## config.mk

```make
export PLATFORM = sky130hd
export DESIGN_NAME = instr_fetch
export DESIGN_NICKNAME = d
export VERILOG_FILES = /design/src/rtl/fetch_pkg.sv /design/src/rtl/instr_fetch.sv
export SDC_FILE = /design/constraint.sdc
export NUM_CORES = 1
export LEC_CHECK = 0
export CORE_UTILIZATION = 41
export DETAILED_ROUTE_END_ITERATION = 10
export PLACE_DENSITY = 0.78
export SYNTH_ARGS = -nofsm -noshare
export SYNTH_HDL_FRONTEND = slang
export SYNTH_SLANG_ARGS = --single-unit
```

## constraint.sdc

```tcl
create_clock -name clk -period 2.08 [get_ports clk]
set_clock_uncertainty 0.2 [all_clocks]
set_input_delay 0.416 -clock clk [delete_from_list [all_inputs] [get_ports clk]]
set_output_delay 0.416 -clock clk [all_outputs]
set_load 0.005 [all_outputs]
```

## src/rtl/fetch_pkg.sv

```systemverilog
// Shared definitions for the instruction fetch unit.
//   DEF_ADDR_W / DEF_DATA_W : default PC and instruction widths
//   fetch_state_t           : FSM encoding, also visible on the debug port
package fetch_pkg;

  localparam int DEF_ADDR_W = 16;
  localparam int DEF_DATA_W = 16;

  typedef enum logic [1:0] {
    IDLE  = 2'd0,
    REQ   = 2'd1,
    HOLD  = 2'd2,
    DRAIN = 2'd3
  } fetch_state_t;

endpackage

```

## src/rtl/instr_fetch.sv

```systemverilog
// Instruction fetch unit: issues one memory read at a time from the current
// PC, captures the returned word into the instruction register and hands it
// to decode.
//
// Ports
//   clk, rst_n             clock, asynchronous active-low reset
//   run                    fetch enable (0: start no new requests)
//   flush                  one-cycle discard pulse, coincides with a PC replace
//   pc                     current PC register value
//   pc_inc                 PC increment strobe (combinational)
//   mem_req/mem_addr       read request and address, held until mem_ack
//   mem_ack/mem_rdata      one-cycle acknowledge qualifying the read data
//   ir/ir_pc/ir_valid      fetched instruction, its address, and valid flag
//   ir_ready               decode accepts ir this cycle
//   state                  FSM state (debug)
//
// Decode handshake: ir/ir_pc are transferred on a cycle where
// ir_valid=1 and ir_ready=1; while ir_valid=1 and ir_ready=0 they hold
// stable. ir_valid never depends combinationally on ir_ready.
module instr_fetch
  import fetch_pkg::*;
#(
  parameter int ADDR_W = DEF_ADDR_W,
  parameter int DATA_W = DEF_DATA_W
) (
  input  logic              clk,
  input  logic              rst_n,
  input  logic              run,
  input  logic              flush,
  input  logic [ADDR_W-1:0] pc,
  output logic              pc_inc,
  output logic              mem_req,
  output logic [ADDR_W-1:0] mem_addr,
  input  logic              mem_ack,
  input  logic [DATA_W-1:0] mem_rdata,
  output logic [DATA_W-1:0] ir,
  output logic [ADDR_W-1:0] ir_pc,
  output logic              ir_valid,
  input  logic              ir_ready,
  output fetch_state_t      state
);

  // Set on the first clock after reset release; holds off the first request
  // until the second rising edge so the PC register has settled.
  logic armed;

  // The PC advances on the same edge the instruction is captured, so the
  // next request (issued from HOLD) already sees the incremented value.
  assign pc_inc = (state == REQ) && mem_ack && !flush;

  always_ff @(posedge clk or negedge rst_n) begin
    if (!rst_n) begin
      state    <= IDLE;
      armed    <= 1'b0;
      mem_req  <= 1'b0;
      mem_addr <= '0;
      ir       <= '0;
      ir_pc    <= '0;
      ir_valid <= 1'b0;
    end else begin
      armed <= 1'b1;
      case (state)
        IDLE: begin
          if (armed && run && !flush) begin
            state    <= REQ;
            mem_req  <= 1'b1;
            mem_addr <= pc;
          end
        end

        // run is ignored here: an issued request always completes.
        REQ: begin
          if (flush) begin
            if (mem_ack) begin
              mem_req <= 1'b0;
              state   <= IDLE;
            end else begin
              // Request stays on the bus; its data is thrown away in DRAIN.
              state <= DRAIN;
            end
          end else if (mem_ack) begin
            ir       <= mem_rdata;
            ir_pc    <= mem_addr;
            ir_valid <= 1'b1;
            mem_req  <= 1'b0;
            state    <= HOLD;
          end
        end

        // Flush wins over ir_ready; mem_ack is ignored here.
        HOLD: begin
          if (flush) begin
            ir_valid <= 1'b0;
            state    <= IDLE;
          end else if (ir_ready) begin
            ir_valid <= 1'b0;
            if (run) begin
              state    <= REQ;
              mem_req  <= 1'b1;
              mem_addr <= pc;
            end else begin
              state <= IDLE;
            end
          end
        end

        // Waiting out a flushed request; further flushes change nothing.
        DRAIN: begin
          if (mem_ack) begin
            mem_req <= 1'b0;
            state   <= IDLE;
          end
        end

        default: state <= IDLE;
      endcase
    end
  end

endmodule

```

==> impl_metrics.yaml <==
grt:
  grt_max_degree: 33
  grt_pass1_vias: 1513
  grt_pass1_wl_um: 7155
  overflow: 0
  grt_usage_pct: 18.21
  antenna_found_initial: 0
routing:
  drc: 0
  wire_per_inst_um: 15.16
  viasPerCell: 4.748
  dr.pass1.iters: 4
  drt_iter0_drc: 39
  drtAntennaViolNets: 0
  vias: 1396
  drt-total-wl_um: 4458
sta:
  setup_slack_ns: 0.05276
  max_freq_mhz: 493.3
  period_needed_ns: 2.027
  tns_ns: 0
  setup_viol: 0
  rsz0062_at_grt: "false"
  timing.final.crit_share_pct: 97.46
  hold_viol: 0
  report.final.slew_viol_count: 0
die:
  num_io_pins: 91
  die-height_um: 72.90
  initial_core_util_pct: 43.06
  core.rowCount: 25
  chipWidth_um: 72.90
  die-area_mm2: 0.005314
  core_mm2: 0.004786
final_layout:
  nets: 264
  final_cell_mix: "clkdlybuf4s50_1, dfrtp_1, mux2_2, buf_4, mux2_4"
  diodes: 0
  stdcell_count: 294
  syn_to_final_growth_pct: 56.10
  postLayoutCoreUtil_pct: 67.22
  layout-drive-gt1-share_pct: 30.40
  final_common_cell: "clkdlybuf4s50_1"
logic_synthesis:
  synth_compound_area_share_pct: 2.186
  yosysTopAreaCell: "dfrtp_1"
  synthMuxAreaShare_pct: 28.17
  synth_top_area_share_pct: 64.36
  synth_fa_ha_area_share_pct: 0
  synth_top_family_by_area: "multiplexers"
  syn_area_per_cell_um2: 16.62
  synth.area.top_cells: "dfrtp_1, mux2_2, mux2_4, buf_2, nor4b_4"
  synth_xor_area_share_pct: 0
  synth_area_mm2: 0.002061
  yosysUniqueCellTypes: 19
  synthesis.nets: 162
  ys_seq_elements: 53
  synth-simple-area-share_pct: 3.157
  syn-instance-count: 124
  yosysWarningCount: 0
  yosysSeqAreaShare_pct: 64.36
power_and_ir_drop:
  combinationalPowerShare_pct: 36.7
  p_total_w: 0.003700
  p_clk_share_pct: 19.4
  seqPwrFrac_pct: 43.9
  power_density_mw_per_mm2: 1150
  p_leak_nw: 1.373
  internal_power_w: 0.002799
  p_sw_share_pct: 24.35
  p_switching_w: 0.0009011
  vdd.ir_drop.worst_mv: 0.6690
worst_setup_path:
  cp.arrival_ns: 1.41
  critPathCaptureType: "primary output"
  startpoint_type: "primary input"
  critPathRequiredTime_ns: 1.46
  crit_path_max_fanout: 2
  crit_type: "in -> out"
cts:
  clk_pin_slew_ns: 0.09
  clockBufferDepth: 2
  cts.sink_count: 53
  cts.root.buffer_cell: "clkbuf_8"
  insertion_delay_ns: 0.30
  cts_tree: "yes"
  htree_levels: 2
  cts_made_buffers: 5
  postCtsSetupRepairBufs: 0
placement:
  dp.cells: 285
  place_ws_ns: -0.2152
  gp_congestion: 0.7961
  detailedPlacementHpwl_um: 3256
  portBuffers: 90
outcome:
  status: "finished, final reports clean"
flow_run:
  maxCapViolCount: 0
min_path:
  hold_class: "in -> async"
## Yosys cell counts
cell and n:
dfrtp_1 53, mux2_2 40, mux2_4 8, buf_2 5, o21ai_0 3, nand2b_1 2
a21o_1 1, a22o_1 1, a31oi_1 1, and4bb_2 1, buf_6 1, conb_1 1
inv_1 1, mux2i_1 1, nand2_1 1, nor2_1 1, nor4b_4 1, o31ai_1 1
or3b_2 1
## stage by stage
stage	area [um2]	hold WS [ns]
final	3217	0.2994
after global routing	3217	0.3037
after CTS	3217	0.2973
after detailed placement	3092	0.08692
after global placement	3092	0.08193
after floorplan	2061	-0.07959
## layer usage
layer / track usage, % / part of all wire, % / up-vias
met1: 21.51 / 41 / 690
met5: 0 / 0 / -
met2: 29.70 / 49 / 64
met3: 8.702 / 9.6 / 6
li1: - / - / 636
met4: 5.229 / 0.90 / 0
## sequential cells by signal, indices dropped and copies added (netlist names)
| register | count |
|---|---|
| state | 2 |
| mem_addr | 16 |
| ir | 16 |
| armed | 1 |
| ir_valid | 1 |
| ir_pc | 16 |
| mem_req | 1 |
## path summary, 6_finish.rpt
path	startpoint	to	slack (ns)	cells after the start
max in group asynchronous	rst_n	state[0]$_DFFE_PN0P_	0.91	3
setup / recovery	flush	pc_inc	0.05	3
hold / removal	rst_n	ir[11]$_DFFE_PN0P_	0.30	2
hold reg to reg	mem_req$_DFFE_PN0P_	mem_req$_DFFE_PN0P_	0.30	1
min in group clk	mem_req$_DFFE_PN0P_	mem_req$_DFFE_PN0P_	0.30	1
setup reg to reg	state[1]$_DFFE_PN0P_	ir_pc[5]$_DFFE_PN0P_	0.18	3
## critical path, stage by stage
cell	delay [ns]
clkdlybuf4s50_1	0.48
and4bb_2	0.25
dlygate4sd2_1	0.27
## final cells by class
cell class                      instances  area [um2]
Fill cell                             358        1569
Sequential cell                        53        1326
Timing Repair Buffer                  101       992.2
Multi-Input combinational cell         64       694.4
Clock buffer                            7       86.33
Tap cell                               67       83.83
Clock inverter                          1       30.03
Inverter                                1       3.754
## what timing repair did
action | 4_1_cts | 5_1_grt
resized for setup | 1 | 0
hold buffers | 1 | 0
setup endpoints to repair | 1 | 0
endpoints found under the hold margin | 7 | 0
## power by group through the flow
stage / Clock (W) / Sequential, W / Combinational, W
finish: 0.000718 / 0.00162 / 0.00136
CTS: 0.000730 / 0.00163 / 0.00138
floorplan: 0 / 0.00165 / 0.000394
detailed placement: 0 / 0.00164 / 0.00137
global placement: 0 / 0.00162 / 0.00134
global route: 0.000769 / 0.00168 / 0.00145
## cell families (layout without fill, tap and decap cells)
kind of cell	Yosys count	count (layout)
flops	53	53
buf+inv	7	110
compound gates	7	7
other cells	1	1
simple gates	7	7
mux	49	49
(Power assumes the default switching activity.)
